File: config.mk
export PLATFORM = sky130hd
export DESIGN_NAME = mem_port_arbiter
export DESIGN_NICKNAME = d
export VERILOG_FILES = /design/src/rtl/mem_port_arbiter.sv
export SDC_FILE = /design/constraint.sdc
export NUM_CORES = 1
export LEC_CHECK = 0
export CORE_AREA = 2 2 108 110
export DETAILED_ROUTE_END_ITERATION = 10
export DIE_AREA = 0 0 110 112
export PLACE_DENSITY_LB_ADDON = 0.08
export SYNTH_ARGS = -nofsm -noshare
export SYNTH_HDL_FRONTEND = slang
export SYNTH_SLANG_ARGS = --single-unit
File: constraint.sdc
create_clock -name clk -period 4.9 [get_ports clk]
set_input_delay 0.98 -clock clk [delete_from_list [all_inputs] [get_ports clk]]
set_output_delay 0.98 -clock clk [all_outputs]
set_load 0.1 [all_outputs]
File: src/rtl/mem_port_arbiter.sv
// Shares one memory port between fetch and data requesters: data-first priority with a fetch anti-starvation
// streak limit; 2-cycle minimum req->ready latency; requesters stall by holding req until their ready pulse.
module mem_port_arbiter #(
    parameter int AW          = 32,
    parameter int MAX_DSTREAK = 4,
    parameter int TIMEOUT     = 64,
    parameter int CW          = 8
) (
    input  logic          clk,
    input  logic          reset_n,
    input  logic          if_req,
    input  logic [AW-1:0] if_addr,
    output logic [31:0]   if_rdata,
    output logic          if_ready,
    output logic          if_err,
    input  logic          d_req,
    input  logic          d_we,
    input  logic [AW-1:0] d_addr,
    input  logic [31:0]   d_wdata,
    input  logic [3:0]    d_be,
    output logic [31:0]   d_rdata,
    output logic          d_ready,
    output logic          d_err,
    output logic          mem_req,
    output logic          mem_we,
    output logic [AW-1:0] mem_addr,
    output logic [31:0]   mem_wdata,
    output logic [3:0]    mem_be,
    input  logic [31:0]   mem_rdata,
    input  logic          mem_ack
);
    localparam int SW = $clog2(MAX_DSTREAK + 1);

    typedef enum logic [1:0] {IDLE = 2'd0, IBUSY = 2'd1, DBUSY = 2'd2} state_t;

    state_t        r_state, w_next_state;
    logic [SW-1:0] r_dstreak;
    logic [CW-1:0] r_tcount;
    logic          r_mem_req, r_mem_we;
    logic [AW-1:0] r_mem_addr;
    logic [31:0]   r_mem_wdata;
    logic [3:0]    r_mem_be;
    logic          w_busy, w_timeout, w_done, w_grant_d, w_grant_i;

    always_comb begin
        w_busy    = (r_state != IDLE);
        // An ack arriving on the last allowed cycle beats the watchdog.
        w_timeout = (TIMEOUT != 0) && w_busy && !mem_ack && (r_tcount == CW'(TIMEOUT - 1));
        w_done    = w_busy && (mem_ack || w_timeout);
        w_grant_d = (r_state == IDLE) && d_req && (!if_req || (r_dstreak < SW'(MAX_DSTREAK)));
        w_grant_i = (r_state == IDLE) && !w_grant_d && if_req;
    end

    always_comb begin
        w_next_state = r_state;
        case (r_state)
            IDLE: begin
                if (w_grant_d)      w_next_state = DBUSY;
                else if (w_grant_i) w_next_state = IBUSY;
            end
            IBUSY, DBUSY: begin
                if (w_done) w_next_state = IDLE;
            end
            default: w_next_state = IDLE;
        endcase
    end

    always_comb begin
        if_ready = (r_state == IBUSY) && w_done;
        if_err   = if_ready && !mem_ack;
        if_rdata = ((r_state == IBUSY) && mem_ack) ? mem_rdata : 32'h0;
        d_ready  = (r_state == DBUSY) && w_done;
        d_err    = d_ready && !mem_ack;
        d_rdata  = ((r_state == DBUSY) && mem_ack) ? mem_rdata : 32'h0;
    end

    always_ff @(posedge clk or negedge reset_n) begin
        if (!reset_n) r_state <= IDLE;
        else          r_state <= w_next_state;
    end

    always_ff @(posedge clk or negedge reset_n) begin
        if (!reset_n) begin
            r_dstreak   <= '0;
            r_tcount    <= '0;
            r_mem_req   <= 1'b0;
            r_mem_we    <= 1'b0;
            r_mem_addr  <= '0;
            r_mem_wdata <= '0;
            r_mem_be    <= '0;
        end else begin
            if (w_grant_d) begin
                r_mem_req   <= 1'b1;
                r_mem_we    <= d_we;
                r_mem_addr  <= d_addr;
                r_mem_wdata <= d_wdata;
                r_mem_be    <= d_be;
                // Streak only counts data grants that made a waiting fetch wait longer.
                if (!if_req)
                    r_dstreak <= '0;
                else if (r_dstreak != SW'(MAX_DSTREAK))
                    r_dstreak <= r_dstreak + SW'(1);
            end else if (w_grant_i) begin
                r_mem_req  <= 1'b1;
                r_mem_we   <= 1'b0;
                r_mem_addr <= if_addr;
                r_mem_be   <= 4'hF;
                r_dstreak  <= '0;
            end
            if (w_busy) begin
                r_tcount <= w_done ? '0 : r_tcount + CW'(1);
                if (w_done) r_mem_req <= 1'b0;
            end
        end
    end

    assign mem_req   = r_mem_req;
    assign mem_we    = r_mem_we;
    assign mem_addr  = r_mem_addr;
    assign mem_wdata = r_mem_wdata;
    assign mem_be    = r_mem_be;
endmodule

==> run_results.csv, run 1 <==
group,metric,value,unit
clocking,cts.clk_slew.worst_paths,0.06,ns
timing,skew,0.007916,ns
detailed_routing,wl_per_cell,15.68,µm
floorplanning,io-pin-count,276,
detailed_routing,wl,13.85,mm
floorplanning,die_y,112,µm
floorplanning,start_util,0.3613,
floorplanning,rows,39,
detailed_routing,drcViolationCount,0,
timing,min_period_over_period,0.7685,
cells_and_area,layout_common_cells,"clkdlybuf4s50_1, nand2_1, dfrtp_1",
clocking,cts_max_level,3,
global_route,grtUsageTotal,0.2259,
detailed_routing,drt-pass1-iter-count,4,
timing,fmax,265.5,MHz
timing,drv_slew,0,
detailed_routing,ant_nets,0,
setup_path,r2r-start,"r_state[0]",
global_route,grt_pass1_wl,21.82,mm
worst_hold_path,min_path_type,"reg2reg",
timing,rsz0062_at_grt,"no",
synth,synthFlopType,"dfrtp_1",
setup_path,reg2regPathDepth,6,
clocking,cts_buffers,9,
floorplanning,dieArea,12320,µm²
setup_path,cp-startpoint,"mem_ack",
setup_path,endpoint,"d_err",
synth,synth_edf_count,0,
setup_path,cp_max_fo,20,
placement,gp_congestion,0.7669,
clocking,ctsHoldBuffers,0,
detailed_routing,dr.first_iter.drc_count,232,
placement,placed_area,6760,µm²
synth,synth_nets,623,
timing,finalHoldViolations,0,
clocking,post_cts_resized,0,
setup_path,critPathRequiredTime,3.92,ns
synth,yosys.cell_types.count,33,
cells_and_area,syn_to_final_growth,74.40,%
timing,final_period_minus_worst_setup_slack,3.766,ns
timing,tightest_slew,1.019,ns
global_route,antenna_found_initial,0,
cells_and_area,drive_gt1_frac,0.1351,
detailed_routing,via_per_inst,4.862,
setup_path,end_kind,"output pin",
synth,yosysWarningCount,0,
global_route,grt_max_degree,51,
synth,ys_seq_elements,83,
clocking,cts-root-buf,"clkbuf_16",
setup_path,crit_arrival,2.79,ns
timing,setup_viol,0,
clocking,post_cts_buffers,0,
synth,syn_area,4038,µm²
run,drv_cap,0,
clocking,ctsLongestPathBuffers,2,
timing,tns,0,ns
cells_and_area,design_area,7042,µm²
floorplanning,design.core.area,11170,µm²
synth,ys_async_sr_fraction,1.000,
synth,ys_seq_area_frac,0.5144,
clocking,cts_tree,"done",
cells_and_area,nets,879,
floorplanning,fp.dieW,110,µm
detailed_routing,vias,4293,
clocking,clk_latency,0.33,ns
cells_and_area,fillers,941,
placement,dp_hpwl,10.15,mm
clocking,cts_num_sinks,83,
synth,syn_inst,479,
synth,syn_avg_cell_area,8.429,µm²
setup_path,worst-setup-path-type,"in2out",
placement,port_buffers,275,
global_route,overflow,0,
cells_and_area,final_common_cell,"clkdlybuf4s50_1",
timing,holdWs,0.4690,ns
setup_path,start_kind,"input port",
timing,maxSlewHeadroom,0.3183,
setup_path,r2r-end,"mem_addr[10]",
run_status,outcome,"completed",
setup_path,r2r_slack,2.30,ns
global_route,grt_pass1_vias,4333,
cells_and_area,diodes,0,
[layout make-up]
type	count	area [µm²]	share of cell area
clock buffer	12	256.5	0.03643
clock inverter	4	25.02	0.003554
inverter	5	18.77	0.002665
multi-input combinational	355	1810	0.2571
sequential	83	2077	0.2950
tap	143	178.9	0.02541
timing repair buffer	281	2675	0.3799
[routing by layer]
| layer | wire (µm) | track usage |
|---|---|---|
| met2 | 6777 | 0.3820 |
| met3 | 1456 | 0.08138 |
| met5 | 0 | 0 |
| met4 | 290 | 0.07426 |
| met1 | 5321 | 0.2629 |
[worst max-delay path: stages]
cell and delay (ns):
clkdlybuf4s50_1 0.81, nand2b_1 0.21, o31ai_4 0.18, and2_4 0.25
and2b_1 0.17, buf_12 0.18
[kinds of logic (layout without fill, tap and decap cells)]
| kind of cell | after synthesis | count (layout) | synth area share |
|---|---|---|---|
| compound gates | 54 | 54 | 0.09049 |
| xor+xnor | 3 | 3 | 0.006509 |
| fa+ha+maj | 6 | 6 | 0.01859 |
| buf+inv | 41 | 302 | 0.04060 |
| flops | 83 | 83 | 0.5144 |
| simple gates | 292 | 292 | 0.3294 |
[sequential cells by signal, indices dropped and copies added, names as in the netlist]
name / cells
mem_req: 1
r_tcount: 8
mem_be: 4
mem_wdata: 32
mem_addr: 32
r_state: 2
r_dstreak: 3
mem_we: 1
[worst min path at each step]
stage	start	end	slack, ns	cells past startpoint
2_1_floorplan	r_tcount[1]	r_tcount[1]	0.48	2
3_3_place_gp	mem_wdata[18]	mem_wdata[18]	0.46	2
3_5_place_dp	mem_wdata[11]	mem_wdata[11]	0.46	2
4_1_cts	mem_wdata[11]	mem_wdata[11]	0.48	2
5_1_grt	mem_wdata[28]	mem_wdata[28]	0.50	2
6_report	mem_wdata[11]	mem_wdata[11]	0.47	2
[cells in the mapped netlist, types with 4 or more instances]
| cell | count | area share |
|---|---|---|
| and3_1 | 65 | 0.10 |
| clkbuf_1 | 27 | 0.025 |
| o21ai_0 | 10 | 0.012 |
| nor2_1 | 41 | 0.038 |
| buf_2 | 8 | 0.0099 |
| a31oi_1 | 32 | 0.050 |
| ha_1 | 6 | 0.019 |
| o22a_1 | 4 | 0.0087 |
| nand2_1 | 168 | 0.16 |
| inv_1 | 5 | 0.0046 |
| dfrtp_1 | 83 | 0.51 |
[per-stage QoR]
step,instances,util,worst slack [ns]
global route,883,0.6302,0.9555
finish,883,0.6302,1.134
CTS,883,0.6302,1.149
floorplan,479,-,1.559
global placement,867,0.6050,1.219
detailed placement,867,0.6050,1.149
Power of run 1 is not shown: default switching activity piles up to over one toggle a cycle in this logic, so the estimate is an artifact.
==> run 2, diff against run 1 <==
--- a/config.mk
+++ b/config.mk
@@ -5,9 +5,9 @@
 export SDC_FILE = /design/constraint.sdc
 export NUM_CORES = 1
 export LEC_CHECK = 0
-export CORE_AREA = 2 2 108 110
+export CORE_MARGIN = 2
+export CORE_UTILIZATION = 36
 export DETAILED_ROUTE_END_ITERATION = 10
-export DIE_AREA = 0 0 110 112
 export PLACE_DENSITY_LB_ADDON = 0.08
 export SYNTH_ARGS = -nofsm -noshare
 export SYNTH_HDL_FRONTEND = slang
==> constraint.sdc (replaced) <==
create_clock -name clk -period 3.72 [get_ports clk]
set_input_delay 0.744 -clock clk [delete_from_list [all_inputs] [get_ports clk]]
set_output_delay 0.744 -clock clk [all_outputs]
set_load 0.1 [all_outputs]
==> run 2 against run 1 <==
  * Hold slack worse by 0.13 ns
  * Global-route usage up 0.83 points
  * Sequential share of layout area down 2.9 points
  * Largest cell class unchanged
  * Highest routed layer unchanged
==> run_results.csv, run 2 (synthesized netlist as in run 1, its figures left out) <==
group,metric,value,unit
floorplanning,dieArea,12080,µm²
global_route,grt_pass1_wl,21.96,mm
floorplanning,design.core.area,10890,µm²
global_route,overflow,0,
floorplanning,fp.dieW,109.9,µm
timing,fmax,338.0,MHz
clocking,ctsHoldBuffers,0,
detailed_routing,drt-pass1-iter-count,5,
cells_and_area,layout_common_cells,"clkdlybuf4s50_1, nand2_1, dfrtp_1",
cells_and_area,final_common_cell,"clkdlybuf4s50_1",
setup_path,cp_max_fo,10,
setup_path,r2r-start,"r_state[1]",
setup_path,end_kind,"output pin",
worst_hold_path,min_path_type,"in2async",
timing,rsz0062_at_grt,"no",
placement,dp_hpwl,10.95,mm
cells_and_area,fillers,826,
timing,tightest_slew,1.070,ns
setup_path,reg2regPathDepth,7,
setup_path,r2r-end,"mem_addr[10]",
setup_path,start_kind,"flop",
setup_path,critPathMaxStageDelay,0.44,ns
clocking,post_cts_resized,0,
global_route,antenna_found_initial,0,
clocking,cts_num_sinks,83,
floorplanning,die_y,109.9,µm
timing,maxSlewHeadroom,0.2846,
clocking,cts_buffers,9,
setup_path,r2r_slack,1.59,ns
clocking,cts_tree,"done",
detailed_routing,wl_per_cell,16.07,µm
cells_and_area,nets,883,
clocking,cts.clk_slew.worst_paths,0.08,ns
floorplanning,start_util,0.3708,
detailed_routing,via_per_inst,4.939,
setup_path,critPathRequiredTime,2.98,ns
setup_path,crit_arrival,2.21,ns
setup_path,crit_chain,"inv_1, ha_1, nand3b_4, o31ai_4, and2_4, and2b_1, buf_12",
timing,final_period_minus_worst_setup_slack,2.959,ns
setup_path,worst-setup-path-type,"reg2out",
timing,skew,0.01542,ns
cells_and_area,multi_input_area,1810,µm²
clocking,ctsLongestPathBuffers,2,
placement,port_buffers,275,
timing,setup_viol,0,
detailed_routing,drcViolationCount,0,
cells_and_area,regArea,2077,µm²
setup_path,crit_family,"simple AND/OR/NAND/NOR gates",
global_route,grtUsageTotal,0.2342,
timing,tns,0,ns
placement,gp_congestion,0.8156,
cells_and_area,diodes,0,
global_route,grt_max_degree,72,
clocking,cts_max_level,3,
detailed_routing,dr.first_iter.drc_count,250,
cells_and_area,drive_gt1_frac,0.1384,
detailed_routing,wl,14.21,mm
run_status,outcome,"completed",
setup_path,critical_path_buf_inv_count,2,
floorplanning,rows,38,
clocking,cts-root-buf,"clkbuf_8",
detailed_routing,vias,4366,
run,drv_cap,0,
clocking,post_cts_buffers,0,
global_route,grt_pass1_vias,4266,
timing,drv_slew,0,
setup_path,slowest_stage,"o31ai_4",
timing,min_period_over_period,0.7954,
clocking,clk_latency,0.35,ns
floorplanning,io-pin-count,276,
cells_and_area,syn_to_final_growth,93.62,%
timing,finalHoldViolations,0,
detailed_routing,ant_nets,0,
## run 2: changes by cell type in the layout (fill, tap and decap cells not counted), moves of 7 or more
cell,delta
clkbuf_16,-9
buf_4,-61
clkbuf_8,+7
buf_12,+65
## run 2: worst register-to-register path: stages, from the launching register on
cell	delay [ns]
dfrtp_1	0.39
inv_1	0.10
ha_1	0.18
buf_4	0.19
nand3_2	0.49
buf_4	0.44
nand2_1	0.11
a31oi_1	0.09
## run 2: routing by layer
metal / up-vias / global-route usage / wire length, µm
met3: 25 / 0.1014 / 1660
met4: 0 / 0.06781 / 294
met1: 2052 / 0.2731 / 5342
li1: 2109 / - / -
met5: - / 0 / 0
met2: 180 / 0.3904 / 6913
## run 2: layout make-up
| type | count | area share |
|---|---|---|
| Clock inverter | 5 | 0.01104 |
| Tap cell | 140 | 0.02241 |
| Sequential cell | 83 | 0.2657 |
| Inverter | 5 | 0.002401 |
| Clock buffer | 11 | 0.01681 |
| Timing Repair Buffer | 285 | 0.4501 |
| Multi-Input combinational cell | 355 | 0.2316 |
## run 2: metrics by stage
step	setup slack, ns	hold slack, ns	instances	util	instance area [µm²]
floorplan	0.6306	0.4484	479	-	4038
global placement	0.8402	0.4570	868	0.6980	7600
detailed placement	0.8003	0.4609	868	0.6980	7600
CTS	0.7096	0.3493	884	0.7180	7818
global route	0.5942	0.3543	884	0.7180	7818
finish	0.7611	0.3399	884	0.7180	7818
## run 2: how the worst max path moves through the flow
stage,cells past startpoint,slack (ns),start,to
5_1_grt,7,0.59,r_state[0],if_err
4_1_cts,7,0.71,r_state[0],d_err
6_report,7,0.76,r_state[0],d_err
3_3_place_gp,4,0.84,mem_ack,if_rdata[4]
3_5_place_dp,4,0.80,mem_ack,if_rdata[7]
2_1_floorplan,6,0.63,r_state[0],d_err
Power of run 2 is left out for the same reason.
==> run 3, diff against run 2 <==
--- a/config.mk
+++ b/config.mk
@@ -6,7 +6,7 @@
 export NUM_CORES = 1
 export LEC_CHECK = 0
 export CORE_MARGIN = 2
-export CORE_UTILIZATION = 36
+export CORE_UTILIZATION = 32
 export DETAILED_ROUTE_END_ITERATION = 10
 export PLACE_DENSITY_LB_ADDON = 0.08
 export SYNTH_ARGS = -nofsm -noshare
==> constraint.sdc (replaced) <==
create_clock -name clk -period 2.7 [get_ports clk]
set_input_delay 0.54 -clock clk [delete_from_list [all_inputs] [get_ports clk]]
set_output_delay 0.54 -clock clk [all_outputs]
set_load 0.1 [all_outputs]
==> run 3 against run 2 <==
  * Flip-flop and latch count unchanged
  * Register-to-register slack worse by 0.81 ns
  * Clock skew down 0.0011 ns
  * First-iteration DRC count up 19%
  * Die area up 12%
  * Wire length up 2.1%
  * Highest routed layer unchanged
  * Core utilization down 8.8 points
  * Non-clock buffer count up 3
  * Global-route usage down 2.5 points
==> run_results.csv, run 3 (synthesized netlist as in run 1, its figures left out) <==
group,metric,value,unit
setup_path,crit_arrival,2.03,ns
timing,final_period_minus_worst_setup_slack,2.571,ns
timing,skew,0.01430,ns
placement,dpl_worst_slack,0.2097,ns
floorplanning,fp.dieW,116.3,µm
timing,drv_slew,0,
setup_path,r2r_slack,0.78,ns
detailed_routing,drt-pass1-iter-count,4,
setup_path,crit_chain,"clkdlybuf4s50_1, buf_4, and3_1, buf_12",
detailed_routing,via_per_inst,4.754,
setup_path,worst-setup-path-type,"in2out",
cells_and_area,drive_gt1_frac,0.2423,
cells_and_area,layout_common_cells,"nand2_1, clkdlybuf4s50_1, dfrtp_1",
setup_path,critPathRequiredTime,2.16,ns
timing,fmax,389.0,MHz
clocking,cts_num_sinks,83,
setup_path,r2r-start,"r_state[1]",
setup_path,slowest_stage,"clkdlybuf4s50_1",
global_route,grtUsageTotal,0.2096,
setup_path,crit_family,"buffers and inverters",
global_route,grt_pass1_wl,21.97,mm
timing,min_period_over_period,0.9521,
floorplanning,start_util,0.3239,
detailed_routing,vias,4369,
clocking,cts_tree,"done",
clocking,ctsHoldBuffers,0,
placement,dp_hpwl,11.15,mm
setup_path,cp_num_cells,4,
clocking,clk_latency,0.34,ns
setup_path,cp_max_fo,68,
run_status,outcome,"completed",
placement,gp_congestion,0.7804,
setup_path,cp-startpoint,"mem_ack",
setup_path,endpoint,"if_rdata[4]",
setup_path,start_kind,"input port",
clocking,cts.clk_slew.worst_paths,0.06,ns
clocking,cts-root-buf,"clkbuf_16",
worst_hold_path,min_path_type,"in2async",
timing,finalHoldViolations,0,
detailed_routing,dr.first_iter.drc_count,298,
timing,setup_viol,0,
cells_and_area,finalCoreUtilization,0.6302,
timing,fin_ws,0.1293,ns
floorplanning,die_y,116.3,µm
clocking,ctsLongestPathBuffers,2,
timing,tightest_slew,0.6010,ns
floorplanning,io-pin-count,276,
detailed_routing,wl,14.51,mm
floorplanning,design.core.area,12470,µm²
timing,tns,0,ns
floorplanning,rows,41,
global_route,grt_max_degree,69,
global_route,antenna_found_initial,0,
cells_and_area,diodes,0,
setup_path,reg2regPathDepth,7,
global_route,grt_pass1_vias,4120,
cells_and_area,final_common_cell,"nand2_1",
detailed_routing,ant_nets,0,
clocking,cts_max_level,3,
cells_and_area,syn_to_final_growth,94.58,%
setup_path,end_kind,"output pin",
global_route,overflow,0,
timing,maxSlewHeadroom,0.5993,
detailed_routing,drcViolationCount,0,
setup_path,critical_path_buf_inv_count,3,
timing,rsz0062_at_grt,"no",
placement,port_buffers,275,
run,drv_cap,0,
cells_and_area,nets,886,
floorplanning,dieArea,13530,µm²
setup_path,critPathMaxStageDelay,0.53,ns
setup_path,r2r-end,"mem_addr[23]",
detailed_routing,wl_per_cell,15.79,µm
clocking,cts_buffers,9,
[run 3: cell types whose count changed in the layout (fill, tap and decap cells not counted)]
cell	delta
clkbuf_8	-8
bufinv_16	-1
buf_12	+4
and2b_1	-2
nand2b_1	-1
clkinv_4	-2
and2b_2	+2
clkinvlp_4	+3
clkbuf_1	-2
buf_4	+69
nand2b_4	+1
clkdlybuf4s50_1	-70
inv_6	+1
clkbuf_16	+9
[run 3: how the worst min path moves through the flow]
stage                  startpoint             to  slack (ns)  cells past startpoint
floorplan                 reset_n    mem_addr[0]        0.24                      0
global placement    mem_wdata[30]  mem_wdata[30]        0.46                      2
detailed placement  mem_wdata[25]  mem_wdata[25]        0.46                      2
CTS                       reset_n   mem_wdata[4]        0.22                      1
global route              reset_n   mem_wdata[4]        0.25                      1
finish                    reset_n   mem_wdata[4]        0.21                      1
[run 3: worst register-to-register path: stages, from the launching register on]
cell	delay (ns)
dfrtp_1	0.39
inv_1	0.10
ha_1	0.17
buf_4	0.18
and3_2	0.38
buf_12	0.30
nand2_1	0.16
a31oi_1	0.17
[run 3: what timing repair did]
item	CTS	global route
hold endpoints to repair	0	0
setup buffers	1	0
setup endpoints to repair	2	2
resized for setup	0	1
pin swaps	1	0
[run 3: area by class of cell]
class	count	area, µm²
sequential	83	2077
clock inverter	6	70.07
fill	1048	4609
tap	172	215.2
clock buffer	10	239.0
inverter	5	18.77
multi-input combinational	355	1821
timing repair buffer	288	3416
[run 3: metal layers]
| layer | track usage | share of wire | routed length, µm | vias up |
|---|---|---|---|---|
| li1 | - | - | - | 2119 |
| met1 | 0.2410 | 0.39 | 5613 | 2045 |
| met2 | 0.3678 | 0.50 | 7297 | 185 |
| met3 | 0.07109 | 0.091 | 1326 | 20 |
| met4 | 0.06667 | 0.019 | 276 | 0 |
| met5 | 0 | 0 | 0 | - |
[run 3: through the flow]
stage                     hold slack [ns]  instances  instance area (µm²)
after global placement             0.4607        902                 7532
final                              0.2116        919                 7856
after global routing               0.2512        919                 7856
after detailed placement           0.4646        902                 7532
after CTS                          0.2197        919                 7849
after floorplan                    0.2444        479                 4040
Power of run 3 is left out for the same reason.
